<file path="config.mk">
export PLATFORM = sky130hd
export DESIGN_NAME = intr_controller_flat
export DESIGN_NICKNAME = d
export VERILOG_FILES = /design/src/rtl/intr_controller_if.sv /design/src/rtl/intr_controller.sv /design/src/flat_wrapper.sv
export SDC_FILE = /design/constraint.sdc
export NUM_CORES = 1
export LEC_CHECK = 0
export BUFFER_PORTS_ARGS = -buffer_cell sky130_fd_sc_hd__buf_4
export CORE_ASPECT_RATIO = 1.5
export CORE_UTILIZATION = 40
export CTS_CLUSTER_SIZE = 25
export DETAILED_ROUTE_END_ITERATION = 8
export PLACE_DENSITY = 0.64
export SKIP_CTS_REPAIR_TIMING = 1
export SLEW_MARGIN = 10
export SYNTH_ARGS = -nofsm -noshare
export SYNTH_HDL_FRONTEND = slang
export SYNTH_SLANG_ARGS = --single-unit
</file>
<file path="constraint.sdc">
create_clock -name clk -period 2.1 [get_ports clk]
set_input_delay 0 -clock clk [delete_from_list [all_inputs] [get_ports clk]]
set_output_delay 0 -clock clk [all_outputs]
set_load 0.02 [all_outputs]
</file>
<file path="src/rtl/intr_controller_if.sv">
// Bus bundle between a CPU-side agent and the interrupt controller.
// The CPU side drives requests, mask writes and ack/eoi; the controller drives int_req/int_id/in_service/pending.
interface intr_if;
    localparam int unsigned NUM_LINES = 8;
    localparam int unsigned ID_W      = 3;

    logic [NUM_LINES-1:0] irq_in;
    logic                 mask_we;
    logic [NUM_LINES-1:0] mask_data;
    logic                 ack;
    logic                 eoi;
    logic                 int_req;
    logic [ID_W-1:0]      int_id;
    logic                 in_service;
    logic [NUM_LINES-1:0] pending;

    modport master (
        output irq_in, mask_we, mask_data, ack, eoi,
        input  int_req, int_id, in_service, pending
    );

    modport slave (
        input  irq_in, mask_we, mask_data, ack, eoi,
        output int_req, int_id, in_service, pending
    );
endinterface

</file>
<file path="src/rtl/intr_controller.sv">
// 8-line edge-triggered interrupt controller with fixed priority (line 7 highest) and ack/eoi handshake.
// Optional macro INTR_SYNC_EN inserts a two-flop synchronizer on irq_in ahead of edge detection.
module intr_controller (
    input  logic clk,
    input  logic reset,
    intr_if.slave bus
);
    localparam int unsigned NUM_LINES = 8;
    localparam int unsigned ID_W      = 3;

    typedef enum logic [1:0] {
        IDLE    = 2'd0,
        REQUEST = 2'd1,
        SERVICE = 2'd2
    } state_e;

    state_e               state_q, state_d;
    logic [NUM_LINES-1:0] irq_s;
    logic [NUM_LINES-1:0] prev_q;
    logic [NUM_LINES-1:0] pending_q, pending_d;
    logic [NUM_LINES-1:0] mask_q, mask_d;
    logic [NUM_LINES-1:0] rise_c, clr_c, avail_c;
    logic                 int_req_q, int_req_d;
    logic                 in_service_q, in_service_d;
    logic [ID_W-1:0]      int_id_q, int_id_d;
    logic [ID_W-1:0]      top_id_c;

`ifdef INTR_SYNC_EN
    logic [NUM_LINES-1:0] sync1_q, sync2_q;

    // Two-flop synchronizer per request line
    always_ff @(posedge clk or posedge reset) begin
        if (reset) begin
            sync1_q <= '0;
            sync2_q <= '0;
        end else begin
            sync1_q <= bus.irq_in;
            sync2_q <= sync1_q;
        end
    end

    assign irq_s = sync2_q;
`else
    assign irq_s = bus.irq_in;
`endif

    assign rise_c  = irq_s & ~prev_q;
    assign avail_c = pending_q & ~mask_q;
    assign mask_d  = bus.mask_we ? bus.mask_data : mask_q;

    // Highest set index wins; ascending scan lets later (higher) bits overwrite
    always_comb begin
        top_id_c = '0;
        for (int i = 0; i < int'(NUM_LINES); i++) begin
            if (avail_c[i]) top_id_c = ID_W'(i);
        end
    end

    always_ff @(posedge clk or posedge reset) begin
        if (reset) begin
            state_q      <= IDLE;
            prev_q       <= '0;
            pending_q    <= '0;
            mask_q       <= '0;
            int_req_q    <= 1'b0;
            int_id_q     <= '0;
            in_service_q <= 1'b0;
        end else begin
            state_q      <= state_d;
            prev_q       <= irq_s;
            pending_q    <= pending_d;
            mask_q       <= mask_d;
            int_req_q    <= int_req_d;
            int_id_q     <= int_id_d;
            in_service_q <= in_service_d;
        end
    end

    // Next-state logic; a new edge on the line being acked wins over its clear
    always_comb begin
        state_d      = state_q;
        int_req_d    = int_req_q;
        int_id_d     = int_id_q;
        in_service_d = in_service_q;
        clr_c        = '0;

        case (state_q)
            IDLE: begin
                if (avail_c != '0) begin
                    int_id_d  = top_id_c;
                    int_req_d = 1'b1;
                    state_d   = REQUEST;
                end
            end
            REQUEST: begin
                if (bus.ack) begin
                    clr_c[int_id_q] = 1'b1;
                    int_req_d       = 1'b0;
                    in_service_d    = 1'b1;
                    state_d         = SERVICE;
                end
            end
            SERVICE: begin
                if (bus.eoi) begin
                    in_service_d = 1'b0;
                    state_d      = IDLE;
                end
            end
            default: begin
                int_req_d    = 1'b0;
                in_service_d = 1'b0;
                state_d      = IDLE;
            end
        endcase

        pending_d = (pending_q & ~clr_c) | rise_c;
    end

    assign bus.int_req    = int_req_q;
    assign bus.int_id     = int_id_q;
    assign bus.in_service = in_service_q;
    assign bus.pending    = pending_q;
endmodule

</file>
<file path="src/flat_wrapper.sv">
// flat-port wrapper written by rule: the top's interface ports become plain ports
module intr_controller_flat 
  (clk, reset, bus_irq_in, bus_mask_we, bus_mask_data, bus_ack, bus_eoi, bus_int_req, bus_int_id, bus_in_service, bus_pending);
  intr_if bus_i ();
  input  logic clk;
  input  logic reset;
  input wire logic [$bits(bus_i.irq_in)-1:0] bus_irq_in;
  input wire logic [$bits(bus_i.mask_we)-1:0] bus_mask_we;
  input wire logic [$bits(bus_i.mask_data)-1:0] bus_mask_data;
  input wire logic [$bits(bus_i.ack)-1:0] bus_ack;
  input wire logic [$bits(bus_i.eoi)-1:0] bus_eoi;
  output wire logic [$bits(bus_i.int_req)-1:0] bus_int_req;
  output wire logic [$bits(bus_i.int_id)-1:0] bus_int_id;
  output wire logic [$bits(bus_i.in_service)-1:0] bus_in_service;
  output wire logic [$bits(bus_i.pending)-1:0] bus_pending;
  assign bus_i.irq_in = bus_irq_in;
  assign bus_i.mask_we = bus_mask_we;
  assign bus_i.mask_data = bus_mask_data;
  assign bus_i.ack = bus_ack;
  assign bus_i.eoi = bus_eoi;
  assign bus_int_req = bus_i.int_req;
  assign bus_int_id = bus_i.int_id;
  assign bus_in_service = bus_i.in_service;
  assign bus_pending = bus_i.pending;
  intr_controller u_core (.clk(clk), .reset(reset), .bus(bus_i));
endmodule
</file>
# Word level (Yosys, flattened, before mapping)
# Cells that the tools add are included.
[word_totals]
ff_bits = 31
inputBits = 21
romBits = 0
wordCells = 51
output_inout_bits = 13
latch_bits = 0
ramBits = 0
n_memories = 0
[classes]
n_shift = 0
reduce_logical = 7
bitwise = 9
muxes = 21
n_mul = 0
n_addsub = 0
n_eq_ne = 5
div_mod_pow = 0
order_cmp = 2
[ops]
columns = ["cell", "n"]
rows = [
  ["$and A8 B8 Y8", 3],
  ["$not A8 Y8", 3],
  ["$mux W3", 6],
  ["$mux W8", 2],
  ["$reduce_and A3 Y1", 3],
  ["$or A8 B8 Y8", 1],
  ["$reduce_bool A8 Y1", 1],
  ["$mux W1", 6],
  ["$mux W2", 3],
  ["$pmux W1 S3", 2],
  ["$pmux W2 S3", 1],
  ["$lt A3 B4 Y1 const B", 1],
  ["$ne A2 B2 Y1 const B", 2],
  ["$demux W1 S3", 1],
  ["$ge A3 B1 Y1 const B", 1],
  ["$eq A2 B1 Y1 const B", 1],
  ["$eq A2 B2 Y1 const B", 1],
  ["$logic_not A2 Y1", 1],
  ["$ne A2 B1 Y1 const B", 1],
  ["$not A1 Y1", 2],
  ["$reduce_and A2 Y1", 1],
  ["$logic_and A1 B1 Y1", 1],
]

# Depth between registers and ports, before layout
[depth]
ltp_word = 9
depth_mapped = 4
ltp_nobuf = 4

# Worst setup path before layout
# No wires, ideal clock.
[synth_path]
path_kind = "register to register"
from = "register u_core.pending_q[5], in the netlist u_core.bus.pending[5]"
to = "register u_core.int_id_q[0], in the netlist u_core.bus.int_id[0]"
required_time_ns = 1.975
path_slack_ns = 0.438
stages_incl_launch_ff = 5
arrival_time_ns = 1.537
n_path_buf = 0
path_cell_list = "dfrtp_1 or2b_2 nand4_4 o41ai_4 mux2_4"
[synth_between]
elab_chain_len = 4
[synth_rtl]
columns = ["item", "line_no", "source"]
rows = [
  ["start: declaration", "intr_controller.sv:20", "logic [NUM_LINES-1:0] pending_q, pending_d;"],
  ["start signal: assignment", "intr_controller.sv:71", "pending_q <= pending_d;"],
  ["$and A8 B8 Y8 *", "intr_controller.sv:48", "assign avail_c = pending_q & ~mask_q;"],
  ["$mux W3 (3 in series)", "intr_controller.sv:55", "if (avail_c[i]) top_id_c = ID_W'(i);"],
  ["end signal: assignment", "intr_controller.sv:74", "int_id_q <= int_id_d;"],
  ["end: declaration", "intr_controller.sv:25", "logic [ID_W-1:0] int_id_q, int_id_d;"],
]
# Every way passes the cells marked *; elsewhere a longest branch is shown, timed or not.
# A chain may end at the register's enable or synchronous reset.

# Worst setup path in the final report
# Same ends and word-level chain as after synthesis.

==> impl_metrics.tcl <==
set metrics [dict create \
    outcome "complete, no violations" \
    clkTransAtPathRegs_ns 0.06 \
    max_freq_mhz 605.7 \
    yosysMostFrequentCell "dfrtp_1" \
    synth-edff-count 0 \
    worstSetupEndpointType "flop" \
    rsz0062_at_grt "false" \
    min_path_cells 4 \
    fin_crit_ns 1.651 \
    initial_utilization 0.4318 \
    r2r_cells 4 \
    grt_pass1_vias 968 \
    dp_hpwl_um 1897 \
    synth_nets 126 \
    crit_path_max_fanout 5 \
    syn2layout_area_growth_pct 43.08 \
    setup_viol 0 \
    ys_seq_area_frac 0.6043 \
    synth_top_area_cell "dfrtp_1" \
    crit_path_start "u_core.bus.pending[5]" \
    holdCritStartpoint "bus_ack" \
    vias 989 \
    gp_congestion 0.7479 \
    clock_latency_ns 0.28 \
    critPathArrivalTime_ns 1.81 \
    rows 24 \
    synth_area_um2 1284 \
    slew_headroom 0.7094 \
    drtAntennaViolNets 0 \
    worst_slew_pin_slew_ns 0.4344 \
    num_antenna_cells 0 \
    maxSlewViolCount 0 \
    avgSynthCellArea_um2 12.23 \
    io_buffers 33 \
    h-tree-depth 2 \
    ff_latch_area_um2 775.7 \
    peakVddDrop_mv 0.9084 \
    fin_crit_sh 0.7861 \
    pre_cts_ws_ns 0.4611 \
    hold_viol 0 \
    clock_path_buffers 2 \
    syn_inst 105 \
    finalWorstSetupSlack_ns 0.4491 \
    synth.distinct_cells 27 \
    grt_pass1_wl_um 4195 \
    p_leak_nw 0.8558 \
    grt_start_max_net_pins 32 \
    cts_tree "built" \
    async_reset_ff_frac 1.000 \
    drive_gt1_frac 0.3395 \
    drt_iter0_drc 8 \
    die_y_um 71.39 \
    drt-wirelength-per-cell_um 13.47 \
    hp-class "in -> reg" \
    fin_worst_skew_ns 0.002713 \
    die-area_um2 3445 \
    power_density_nw_per_um2 1080 \
    ys_warn_count 0 \
    n_fill_cell 262 \
    grt-ovfl-total 0 \
    drt-pass1-iter-count 4 \
    synth_top_area_frac 0.6043 \
    avgViaCountPerCell 4.920 \
    synth_commonest_cells "31 x dfrtp_1, 17 x o21ai_0, 11 x inv_1, 9 x nand2_1, 8 x mux2_2" \
    multi_input_area_um2 462.9 \
    clock-sinks 31 \
    antenna_found_initial 0 \
    routed_wl_um 2707 \
    yosys-top-cells-area "dfrtp_1 60%, mux2_2 7.0%, o21ai_0 6.6%" \
    worstSetupPathType "reg -> reg" \
    cp.required_ns 2.26 \
    globalRouteTotalUtil 0.1781 \
    pin_count 34 \
    timing.setup.tns_ns 0 \
    route.detailed.drc 0 \
    core_area_um2 2973 \
    die_w_um 48.26 \
    drv_cap 0 \
    root_buffer "clkbuf_8" \
    r2r_start "u_core.bus.pending[5]" \
    cts_buffers 5 \
    fin_nets 184 \
    worst_setup_path_start_kind "flop" \
    ys_ff_latch 31 \
    synthFlopType "dfrtp_1" \
]
[cell usage in the layout (no fill, tap or decap), types with 2 or more instances in the layout]
master and instances:
nand2b_1 3, dlygate4sd3_1 18, o21ai_0 17, mux2_2 8
nand2_1 9, nand2b_4 3, buf_4 34, o31ai_1 2
dfrtp_1 31, nor2_1 3, clkbuf_8 5, inv_1 11
[routing by layer]
metal	up-vias	routed length, um	global-route usage
li1	472	-	-
met1	485	999	0.2007
met2	26	1508	0.2844
met3	6	139	0.06549
met4	0	59	0.08333
met5	-	0	0
[path summary, 6_finish.rpt]
path	to	slack, ns
worst min register to register	u_core.bus.pending[6]	0.41
worst min-delay path	u_core.state_q[0]	0.006
worst max register to register	u_core.bus.int_id[0]	0.45
max in group asynchronous	u_core.bus.in_service	1.46
min in group asynchronous	u_core.mask_q[4]	0.35
worst max-delay path	u_core.bus.int_id[0]	0.45
[state kept, by name, indices dropped and copies added, names as in the netlist]
signal,cells
u_core.mask_q,8
u_core.bus.pending,8
u_core.bus.in_service,1
u_core.prev_q,8
u_core.state_q,2
u_core.bus.int_id,3
u_core.bus.int_req,1
[stage by stage]
step,hold slack (ns),util,instances,power [mW],instance area [um2]
global placement,0.1026,0.5328,177,1.545,1584
finish,0.005964,0.6178,201,1.983,1837
global route,0.005522,0.6178,201,2.096,1837
CTS,-0.1920,0.5572,183,1.984,1657
detailed placement,0.1092,0.5328,177,1.562,1584
floorplan,0.03143,-,105,1.287,1284
[power breakdown]
part / total [mW] / internal, mW / switching [mW]
Sequential: 0.876 / 0.729 / 0.147
Combinational: 0.702 / 0.343 / 0.358
Clock: 0.406 / 0.220 / 0.186
[worst max-delay path, cell delays in order, from the launching register on]
cell	delay (ns)
dfrtp_1	0.38
or2b_2	0.21
nand4_4	0.10
o41ai_4	0.52
mux2_4	0.33
[kinds of logic (layout without fill, tap and decap cells)]
group,Yosys count,count (layout),share of synthesized area
mux,10,10,0.08967
buf+inv,12,69,0.03509
compound gates,26,26,0.1316
flops,31,31,0.6043
simple gates,26,26,0.1394
[area by class of cell]
type | count | share of cell area
Timing Repair Buffer | 52 | 0.2371
Sequential cell | 31 | 0.4223
Multi-Input combinational cell | 62 | 0.2520
Tap cell | 39 | 0.02657
Inverter | 11 | 0.02248
Clock buffer | 6 | 0.03951
(Power assumes the default switching activity.)
